<file path="src/rtl/rgb_seq_pkg.sv">
// rgb_seq_pkg
// Shared definitions for the RGB fade sequencer.
// Contents:
//   seq_state_t : controller states (IDLE, FADE, FINISH)
package rgb_seq_pkg;

  typedef enum logic [1:0] {
    IDLE   = 2'd0,
    FADE   = 2'd1,
    FINISH = 2'd2
  } seq_state_t;

endpackage

</file>
<file path="src/rtl/rgb_ramp_channel.sv">
// rgb_ramp_channel
// One colour channel of the fade sequencer. Holds the channel's target and
// duty registers and walks the duty one LSB toward the target on each step.
// Ports:
//   clk, reset   : clock, synchronous active-high reset
//   load         : capture target_in (clamped to full scale) as the new target
//   jump         : with load, also copy the clamped target straight to duty
//   step         : move duty one LSB toward target (if not already there)
//   hold         : freeze the duty; overrides step
//   target_in    : requested target duty, R+1 bits
//   duty         : registered duty for the PWM driver
//   at_target    : duty equals the stored target
module rgb_ramp_channel #(
  parameter int R = 8
) (
  input  logic       clk,
  input  logic       reset,
  input  logic       load,
  input  logic       jump,
  input  logic       step,
  input  logic       hold,
  input  logic [R:0] target_in,
  output logic [R:0] duty,
  output logic       at_target
);

  localparam logic [R:0] FULL_SCALE = {1'b1, {R{1'b0}}};
  localparam logic [R:0] ONE        = {{R{1'b0}}, 1'b1};

  logic [R:0] target;
  logic [R:0] clamped;

  // The duty bus can express values above full scale; those are meaningless
  // to the driver, so they are stored as full scale.
  assign clamped   = (target_in > FULL_SCALE) ? FULL_SCALE : target_in;
  assign at_target = (duty == target);

  // A jump lands on the target in one edge; otherwise the duty only ever
  // moves by one LSB, so it can never overshoot the target.
  always_ff @(posedge clk) begin
    if (reset) begin
      target <= '0;
      duty   <= '0;
    end else begin
      if (load) begin
        target <= clamped;
      end
      if (load && jump) begin
        duty <= clamped;
      end else if (step && !hold && !at_target) begin
        duty <= (duty < target) ? duty + ONE : duty - ONE;
      end
    end
  end

endmodule

</file>
<file path="src/rtl/rgb_fade_sequencer.sv">
// rgb_fade_sequencer
// Accepts colour commands over valid/ready and either jumps to the target
// colour or fades toward it one LSB per step tick on every channel.
// Ports:
//   clk, reset                      : clock, synchronous active-high reset
//   cmd_valid / cmd_ready           : command handshake (ready only in IDLE)
//   cmd_red, cmd_green, cmd_blue    : target duties, R+1 bits each
//   cmd_fade                        : 1 = fade, 0 = jump
//   abort                           : stop an in-progress fade
//   red_duty, green_duty, blue_duty : registered duties to rgb_driver
//   busy                            : a command is in progress
//   done                            : one-cycle pulse at completion or abort
module rgb_fade_sequencer
  import rgb_seq_pkg::*;
#(
  parameter int R        = 8,
  parameter int TICK_DIV = 100000,
  parameter int DIV_BITS = 17
) (
  input  logic       clk,
  input  logic       reset,
  input  logic       cmd_valid,
  output logic       cmd_ready,
  input  logic [R:0] cmd_red,
  input  logic [R:0] cmd_green,
  input  logic [R:0] cmd_blue,
  input  logic       cmd_fade,
  input  logic       abort,
  output logic [R:0] red_duty,
  output logic [R:0] green_duty,
  output logic [R:0] blue_duty,
  output logic       busy,
  output logic       done
);

  localparam logic [DIV_BITS-1:0] TICK_LAST = DIV_BITS'(TICK_DIV - 1);
  localparam logic [DIV_BITS-1:0] DIV_ONE   = {{(DIV_BITS-1){1'b0}}, 1'b1};

  seq_state_t          state;
  seq_state_t          next_state;
  logic [DIV_BITS-1:0] tick_count;
  logic                accept;
  logic                load_jump;
  logic                step_tick;
  logic [2:0]          at_target;
  logic                all_at_target;
  logic                ready_next;
  logic                busy_next;
  logic                done_next;

  // cmd_ready is itself a register, so the handshake uses its current value.
  assign accept        = cmd_valid && cmd_ready;
  assign load_jump     = !cmd_fade;
  assign step_tick     = (state == FADE) && (tick_count == TICK_LAST);
  assign all_at_target = &at_target;

  // State, tick divider and registered outputs. The outputs are loaded from
  // the decoded next state so they line up with the state they describe,
  // and cmd_ready stays low for as long as reset is held.
  always_ff @(posedge clk) begin
    if (reset) begin
      state      <= IDLE;
      tick_count <= '0;
      cmd_ready  <= 1'b0;
      busy       <= 1'b0;
      done       <= 1'b0;
    end else begin
      state     <= next_state;
      cmd_ready <= ready_next;
      busy      <= busy_next;
      done      <= done_next;
      if (accept && cmd_fade) begin
        tick_count <= '0;
      end else if (state == FADE) begin
        tick_count <= step_tick ? '0 : tick_count + DIV_ONE;
      end
    end
  end

  // Next-state decode. A fade whose target already matches the current
  // colour finishes one cycle after accept through the all-at-target check.
  always_comb begin
    next_state = state;
    case (state)
      IDLE: begin
        if (accept) begin
          next_state = cmd_fade ? FADE : FINISH;
        end
      end
      FADE: begin
        if (abort || all_at_target) begin
          next_state = FINISH;
        end
      end
      FINISH:  next_state = IDLE;
      default: next_state = IDLE;
    endcase
  end

  // Output decode from the upcoming state.
  always_comb begin
    ready_next = (next_state == IDLE);
    busy_next  = (next_state != IDLE);
    done_next  = (next_state == FINISH);
  end

  // Abort drives hold so a step tick on the same cycle is suppressed.
  rgb_ramp_channel #(.R(R)) u_red (
    .clk       (clk),
    .reset     (reset),
    .load      (accept),
    .jump      (load_jump),
    .step      (step_tick),
    .hold      (abort),
    .target_in (cmd_red),
    .duty      (red_duty),
    .at_target (at_target[0])
  );

  rgb_ramp_channel #(.R(R)) u_green (
    .clk       (clk),
    .reset     (reset),
    .load      (accept),
    .jump      (load_jump),
    .step      (step_tick),
    .hold      (abort),
    .target_in (cmd_green),
    .duty      (green_duty),
    .at_target (at_target[1])
  );

  rgb_ramp_channel #(.R(R)) u_blue (
    .clk       (clk),
    .reset     (reset),
    .load      (accept),
    .jump      (load_jump),
    .step      (step_tick),
    .hold      (abort),
    .target_in (cmd_blue),
    .duty      (blue_duty),
    .at_target (at_target[2])
  );

endmodule
</file>
<file path="config.mk">
export PLATFORM = sky130hd
export DESIGN_NAME = rgb_fade_sequencer
export DESIGN_NICKNAME = d
export VERILOG_FILES = /design/src/rtl/rgb_seq_pkg.sv /design/src/rtl/rgb_ramp_channel.sv /design/src/rtl/rgb_fade_sequencer.sv
export SDC_FILE = /design/constraint.sdc
export NUM_CORES = 1
export LEC_CHECK = 0
export ABC_AREA = 1
export CORE_ASPECT_RATIO = 0.7
export CORE_UTILIZATION = 45
export DETAILED_ROUTE_END_ITERATION = 6
export DONT_BUFFER_PORTS = 1
export PLACE_DENSITY_LB_ADDON = 0.08
export SLEW_MARGIN = 20
export SYNTH_ARGS = -nofsm -noshare
export SYNTH_HDL_FRONTEND = slang
export SYNTH_SLANG_ARGS = --single-unit
</file>
<file path="constraint.sdc">
create_clock -name clk -period 3.2 [get_ports clk]
set_input_delay 0.64 -clock clk [delete_from_list [all_inputs] [get_ports clk]]
set_output_delay 0.64 -clock clk [all_outputs]
set_load 0.02 [all_outputs]
</file>
* Word level (Yosys, flattened, before mapping)
Cells that the tools add are included.
** Cells by class
- Eq/ne operators :: 6
- Shift-type cells :: 0
- Divide/modulo/power cells :: 0
- Order comparisons :: 6
- Bitwise logic cells :: 0
- Add/sub/neg operators :: 7
- $mul :: 0
- Reductions and logical operators :: 22
- Muxes and demuxes :: 17
** Operator list (number)
- 2-to-1 mux 9 bit :: 12
- adder 9 x 1 -> 9 bit, second input constant :: 3
- == test 9 bit :: 3
- > comparator 9 bit, second input constant :: 3
- < comparator 9 bit :: 3
- subtractor 9 x 1 -> 9 bit, second input constant :: 3
- adder 17 x 1 -> 17 bit, second input constant :: 1
- == test 17 bit, second input constant :: 1
- 2-to-1 mux 17 bit :: 1
- logical AND 1 bit :: 8
- nonzero test 2 bit :: 4
- 2-to-1 mux 2 bit :: 3
- logical NOT 1 bit :: 5
- logical NOT 2 bit :: 2
- case mux 2 bit (2 select lines) :: 1
- AND reduction 3 bit :: 1
- == test 2 x 1 -> 1 bit, second input constant :: 1
- == test 2 bit, second input constant :: 1
- OR reduction 2 bit :: 1
- logical OR 1 bit :: 1
** Word-level totals
- Memories :: 0
- Input port bits :: 32
- Logic and storage cells :: 69
- Bits in writable memories :: 0
- Memory bits (read-only) :: 0
- Register bits after elaboration :: 76
- Output and inout port bits :: 30
- Bits in latches :: 0

* Depth between registers and ports, before layout
Gate-level depths: netlist of the first run.
- Depth after elaboration :: 6
- Mapped depth :: 19
- Mapped depth without buffers :: 19

* By module
Synthesis of the first run repeated with hierarchy kept, for this count alone.
** Unflattened totals
- Cell total of the unflattened synthesis :: 786
- Area, all modules :: 5333.9 sq um
** By module, submodules not included
- rgb_ramp_channel at u_blue :: sequential area each 360.3 sq um, times used 1, area each 1410.1 sq um, cells an instance 203
- rgb_ramp_channel at u_green :: sequential area each 360.3 sq um, times used 1, area each 1385.1 sq um, cells an instance 202
- rgb_ramp_channel at u_red :: sequential area each 360.3 sq um, times used 1, area each 1371.3 sq um, cells an instance 202
- rgb_fade_sequencer :: sequential area each 440.4 sq um, times used 1, area each 1167.4 sq um, cells an instance 179

* Worst setup path before layout of the first run
OpenSTA, ideal clock, no wires.
- Path kind :: reg2reg
- From :: reg u_red.duty[8]
- To :: reg u_red.duty[5]
- Data arrival time :: 2432 ps
- Clock period less this slack :: 2564 ps
- Required time :: 3068 ps
- Slack :: 636 ps
- Path buffers :: 0
- Setup time :: 132 ps
- Stages on the path, launching flop included :: 15
- Cells stage by stage :: dfxtp_1 > ha_1 > nand2_1 > inv_1 > a21oi_1 > nand3_1 > ha_1 > nand2_1 > or2_2 > nand3_1 > nand2_1 > nand3_1 > nand2_1 > nand2_1 > a21oi_1
** On the way
- Longest elaborated chain between the ends :: 4
- Elaborated cells between the ends (all ways) :: 8
- Those cells by class :: 1 x order compare; 1 x eq/ne; 3 x mux; 3 x reduce/logical
** RTL lines
- start: declaration :: line rgb_ramp_channel.sv:23 : output logic [R:0] duty,
- start signal: assignment :: line rgb_ramp_channel.sv:49 : duty <= clamped;
- start signal: assignment :: line rgb_ramp_channel.sv:51 : duty <= (duty < target) ? duty + ONE : duty - ONE;
- < comparator 9 bit / == test 9 bit (equally long branches) :: line rgb_ramp_channel.sv:51, rgb_ramp_channel.sv:36
- 2-to-1 mux 9 bit / logical NOT 1 bit (equally long branches) :: line rgb_ramp_channel.sv:51, rgb_ramp_channel.sv:50
- 2-to-1 mux 9 bit / logical AND 1 bit (equally long branches) :: line rgb_ramp_channel.sv:50 : end else if (step && !hold && !at_target) begin
- 2-to-1 mux 9 bit / nonzero test 2 bit (equally long branches)
Parallel ways exist; a longest one is shown, timed or not. The select of a mux whose other input is x is not followed.
A chain may end at the register's enable or synchronous reset.

* Worst setup path after layout of the first run
- From :: reg u_blue.duty[3]
- To :: reg u_blue.duty[6]
** On the way
- Longest elaborated chain between the ends :: 4
- Elaborated cells between the ends (all ways) :: 10
- Those cells by class :: 2 x add/sub; 1 x order compare; 1 x eq/ne; 3 x mux; 3 x reduce/logical
** RTL lines (line)
- start: declaration :: rgb_ramp_channel.sv:23
- start signal: assignment :: rgb_ramp_channel.sv:49
- start signal: assignment :: rgb_ramp_channel.sv:51
- subtractor 9 x 1 -> 9 bit, or another cell as far along :: rgb_ramp_channel.sv:51
- 2-to-1 mux 9 bit / logical NOT 1 bit (equally long branches) :: rgb_ramp_channel.sv:51, rgb_ramp_channel.sv:50
- 2-to-1 mux 9 bit / logical AND 1 bit (equally long branches) :: rgb_ramp_channel.sv:50
- 2-to-1 mux 9 bit / nonzero test 2 bit (equally long branches)
Parallel ways exist; a longest one is shown, timed or not. The select of a mux whose other input is x is not followed.

==> results of run 1 <==
==> what timing repair did <==
action                     CTS  global route
buffers inserted             0             0
gates resized for setup      0             2
setup endpoints to repair    0             4
==> registers in the layout, indices dropped and copies added, names as in the netlist <==
name and count:
cmd_ready 1, u_green.duty 9, done 1, busy 1, state 2, u_blue.target 9, u_green.target 9, u_red.duty 9
u_red.target 9, u_blue.duty 9, tick_count 17
==> cell type report <==
class | count | area [µm²] | share of cell area, %
Multi-Input combinational cell | 602 | 3260 | 55.5
Sequential cell | 76 | 1520 | 25.9
Inverter | 103 | 387 | 6.59
Clock buffer | 9 | 225 | 3.84
Timing Repair Buffer | 28 | 210 | 3.58
Tap cell | 153 | 191 | 3.26
Clock inverter | 7 | 75.1 | 1.28
==> Yosys cell counts (2+ instances only) <==
cell,n
clkbuf_1,11
inv_2,9
buf_1,3
or2_2,2
fa_1,3
nand3_2,2
buf_2,3
o21ai_1,5
nand2_2,6
a211oi_1,13
nor2_4,2
ha_1,49
xnor2_1,5
inv_1,94
nand4_1,22
nor2_2,4
a21oi_1,85
nand2_1,193
nor2_1,85
nor3_1,7
nand3_1,56
dfxtp_1,76
o21ai_0,49
xor2_1,3
==> power groups by stage <==
stage	clock network, mW	registers (mW)	logic, mW
final	1.04	1.03	0.967
after global routing	1.10	1.04	1.11
after CTS	1.06	1.03	0.954
after detailed placement	0	1.05	0.948
after global placement	0	1.05	0.923
after floorplan	0	1.07	0.717
==> metrics by stage <==
| stage | cells | worst slack (ns) | total power, mW | hold WS (ns) | cell area (µm²) |
|---|---|---|---|---|---|
| floorplan | 799 | 0.636 | 1.79 | 0.433 | 5230 |
| global placement | 962 | 0.451 | 1.97 | 0.444 | 5560 |
| detailed placement | 962 | 0.280 | 2.00 | 0.456 | 5560 |
| CTS | 978 | 0.258 | 3.04 | 0.358 | 5860 |
| global route | 978 | 0.0629 | 3.25 | 0.354 | 5870 |
| finish | 978 | 0.394 | 3.04 | 0.368 | 5870 |
==> metal layers <==
metal  global-route usage, %  wire length [µm]
met5                       0                 0
met4                    5.75               157
met3                    6.01               977
met2                    38.9              6230
met1                    35.6              7110
==> logic make-up after synthesis <==
kind of cell,synth area share [%]
AND/OR/NAND/NOR,31.6
flip-flops,29.1
buffers and inverters,8.82
adder cells (fa/ha/maj),12.9
XOR/XNOR,1.34
AO/OA/AOI/OAI,16.3
==> worst max-delay path by stage <==
stage / start / end / slack [ns]
detailed placement: u_blue.duty[1] / u_blue.duty[6] / 0.28
floorplan: u_red.duty[8] / u_red.duty[5] / 0.64
finish: u_blue.duty[3] / u_blue.duty[6] / 0.39
global placement: u_blue.duty[3] / u_blue.duty[5] / 0.45
CTS: u_blue.duty[3] / u_blue.duty[5] / 0.26
global route: u_blue.duty[3] / u_blue.duty[6] / 0.06
==> flow_metrics.tcl, run 1 <==
set metrics [dict create \
    combPwrFrac_pct 31.8 \
    ios 62 \
    synth_edf_count 0 \
    yosysTopAreaCellShare_pct 29.1 \
    synth_top_cell_by_area "dfxtp_1" \
    reg2reg_from "u_blue.duty[3]" \
    cp-end-kind "register" \
    grt_pass1_wl_um 24000 \
    worstMarginPinSlew_ns 0.489 \
    viasPerCell 5.34 \
    min-delay-start "reset" \
    mostFrequentLayoutCells "nand2_1, inv_1, a21oi_1, nor2_1, dfxtp_1" \
    io_buffers 0 \
    crit_path_max_fanout 9 \
    rr_endpoint "u_blue.duty[6]" \
    timing.final.crit_share_pct 87.7 \
    grt_use_total_pct 25.4 \
    htreeDepth 3 \
    hold_violations 0 \
    relSlewSlack_pct 67.1 \
    syn_area_um2 5230 \
    critical_path_arrival_ns 3.08 \
    holdBufCountCts 0 \
    status "completed" \
    layout_commonest_cell "nand2_1" \
    crit_required_ns 3.47 \
    setup_violations 0 \
    drtIter0Drc 332 \
    swShare_pct 35.9 \
    fmax_mhz 356 \
    wl_um 14500 \
    fin_crit_ns 2.81 \
    seqPwrFrac_pct 33.9 \
    vdd_drop_max_v 0.000274 \
    startpoint_type "register" \
    ant_nets 0 \
    slowest_stage "dfxtp_1" \
    vias 5225 \
    ys_seq_area_share_pct 29.1 \
    cts_tree "built" \
    antennaDiodeCount 0 \
    cts_buffers 9 \
    power.share.clock_pct 34.2 \
    hold_depth 1 \
    ys_seq_elements 76 \
    async_flop_share_pct 0 \
    synthTopCellsByArea "dfxtp_1, nand2_1, ha_1" \
    clkSinkCount 76 \
    synth.net_count 883 \
    cts_buffer_depth 2 \
    floorplan.rows 32 \
    yosysWarnings 0 \
    die_w_um 131 \
    grt_max_degree 34 \
    nNetsFinal 904 \
    path_cells "ha_1 -> nand2_1 -> inv_1 -> nand2_1 -> nand2_1 -> nand2_1 -> nand3_2 -> ha_1 -> a21oi_1 -> nand2_1 -> nand2_1 -> nand2_1 -> nand2_1 -> nand2_1 -> o21ai_0 -> nand2_1 -> a21oi_1" \
    power.leakage_nw 2.72 \
    crit_family "simple AND/OR/NAND/NOR gates" \
    clk_pin_slew_ns 0.06 \
    cpPeakStageDelay_ns 0.53 \
    slew_viol_final 0 \
    powerDensity_nw_per_um2 518 \
    finish.utilization_pct 52.5 \
    hold_path_class "input pin to register" \
    synth_flop_cell "dfxtp_1" \
    cap_violations 0 \
    p_int_mw 1.95 \
    gp_congestion 0.880 \
    min_to "u_green.duty[6]" \
    n_fill_cell 1105 \
    crit_type "register to register" \
    cp_num_cells 17 \
    syn_avg_cell_area_um2 6.55 \
    dr.pass1.iters 5 \
    tns_ns 0 \
    crit_path_frequent_cell "nand2_1" \
    wire_per_inst_um 14.8 \
    fp.dieArea_um2 12100 \
    antenna_found_initial 0 \
    drive_gt1_share_pct 8.97 \
    clock_latency_ns 0.34 \
    synthCells 799 \
    worstRegToRegCells 17 \
    yosysUniqueCellTypes 36 \
    dpl.hpwl_um 10800 \
    syn_to_final_growth_pct 12.1 \
    grt_overflow 0 \
    r2r_setup_slack_ns 0.39 \
    grt_pass1_vias 4993 \
    p_sw_mw 1.09 \
    die_h_um 92.2 \
    cts_root_buf "clkbuf_16" \
    skew_ns 0.00839 \
    drcViolationCount 0 \
    cp_num_buf_inv 1 \
    start_util_pct 46.8 \
    rsz0062_at_grt "false" \
    design.core.area_um2 11200 \
]
Note: power is estimated with default switching activity, not from simulation.
==> inputs of run 2 (changes only) <==
Settings changed: CORE_UTILIZATION 45 to 55.
==> run 2 against run 1 <==
Net effect:
- combinational power down 1%
- clock skew about the same
- critical path type unchanged
- sequential power about the same
- first-iteration DRC count up 18%
==> flow_metrics.tcl, run 2 (synthesis gave the netlist of run 1 again) <==
set metrics [dict create \
    hold_depth 1 \
    hold_violations 0 \
    start_util_pct 57.2 \
    worstRegToRegCells 18 \
    fmax_mhz 360 \
    fin_area_um2 5780 \
    power.leakage_nw 2.69 \
    die_w_um 119 \
    finalPower_mw 2.95 \
    wire_per_inst_um 14.8 \
    clock_latency_ns 0.34 \
    crit_type "register to register" \
    floorplan.rows 29 \
    antenna_found_initial 0 \
    holdBufCountCts 0 \
    cts_buffers 9 \
    syn_to_final_growth_pct 10.5 \
    grt_overflow 0 \
    antennaDiodeCount 0 \
    fin_cells 945 \
    fp.dieArea_um2 9910 \
    grt_pass1_vias 5012 \
    drtIter0Drc 393 \
    gp_congestion 0.915 \
    drcViolationCount 0 \
    grt_pass1_wl_um 23500 \
    cap_violations 0 \
    nNetsFinal 900 \
    startpoint_type "register" \
    dpl.hpwl_um 10400 \
    hold_path_class "input pin to register" \
    cts_buffer_depth 2 \
    placed_cells 929 \
    htreeDepth 3 \
    relSlewSlack_pct 66.7 \
    slew_viol_final 0 \
    clkSinkCount 76 \
    powerDensity_nw_per_um2 511 \
    ant_nets 0 \
    fin_crit_ns 2.78 \
    grt.busiest_layer "met2" \
    crit_required_ns 3.43 \
    grt_max_degree 34 \
    setup_violations 0 \
    critical_path_arrival_ns 3.01 \
    finish.utilization_pct 63.2 \
    skew_ns 0.00797 \
    drive_gt1_share_pct 8.65 \
    clk_pin_slew_ns 0.06 \
    largest_reg_flops 17 \
    regMostFlops "tick_count" \
    post_cts_buffers 0 \
    grt_use_total_pct 29.5 \
    worstMarginPinSlew_ns 0.499 \
    io_buffers 0 \
    crit_path_max_fanout 9 \
    design.core.area_um2 9140 \
    n_fill_cell 862 \
    cts_resized 0 \
    mostFrequentLayoutCells "nand2_1, inv_1, a21oi_1, nor2_1, dfxtp_1" \
    dpl-instance-area_um2 5490 \
    gr-usage-met1_pct 39.8 \
    vdd_drop_max_v 0.000322 \
    wl_um 14000 \
    use_met2_pct 46.3 \
    layout_commonest_cell "nand2_1" \
    cts_tree "built" \
    status "completed" \
    grt_util_met3_pct 8.27 \
    viasPerCell 5.59 \
    timing.final.crit_share_pct 86.8 \
    die_h_um 83.6 \
    rsz0062_at_grt "false" \
    vias 5287 \
    cp-end-kind "register" \
    tns_ns 0 \
    dr.pass1.iters 5 \
    ios 62 \
    cts_root_buf "clkbuf_16" \
]
## run 2: changes by cell type in the layout (fill, tap and decap cells not counted), sizes merged
| cell | delta |
|---|---|
| clkbuf | +1 |
| buf | -4 |
| clkinv | -2 |
| bufinv | -1 |
| clkinvlp | +2 |
## run 2: stage by stage
step	hold WS (ns)	worst slack [ns]
floorplan	0.433	0.636
global placement	0.446	0.384
detailed placement	0.450	0.330
CTS	0.360	0.295
global route	0.356	0.0958
finish	0.366	0.421
## run 2: worst max-delay path: stages (launching register included)
cell	delay, ns
dfxtp_1	0.53
ha_1	0.30
nand2_1	0.11
inv_1	0.07
nand2_1	0.06
nand2_1	0.05
nand2_1	0.09
nand3_2	0.21
ha_1	0.43
nand2_1	0.09
inv_1	0.05
o21ai_0	0.14
nand3_1	0.15
nand2_1	0.12
nand3_1	0.07
nand2_1	0.06
nor2_1	0.04
nor2_1	0.08
nor2_1	0.04
## run 2: path summary, 6_finish.rpt
path	start	endpoint	slack [ns]
worst max-delay path	u_blue.duty[3]	u_blue.duty[7]	0.42
worst min-delay path	reset	u_green.duty[6]	0.37
worst max register to register	u_blue.duty[3]	u_blue.duty[7]	0.42
worst min register to register	u_green.target[8]	u_green.target[8]	0.46
## run 2: cell type report
type / instances / area [µm²] / area share [%]
Multi-Input combinational cell: 602 / 3260 / 56.4
Sequential cell: 76 / 1520 / 26.3
Inverter: 103 / 387 / 6.69
Clock buffer: 10 / 239 / 4.13
Timing Repair Buffer: 24 / 180 / 3.12
Tap cell: 124 / 155 / 2.68
Clock inverter: 6 / 38.8 / 0.671
## run 2: power breakdown
part / switching [mW] / leakage, nW / internal, mW
combinational: 0.615 / 1.94 / 0.342
clock: 0.418 / 0.135 / 0.545
sequential: 0.0393 / 0.619 / 0.995
total: 1.07 / 2.69 / 1.88
## run 2: per-layer routing
layer	wire length [µm]	vias to the layer above	part of all wire (%)
met4	179	0	1.3
li1	-	2677	-
met1	6430	2396	46
met5	0	-	0
met2	6170	195	44
met3	1200	19	8.6
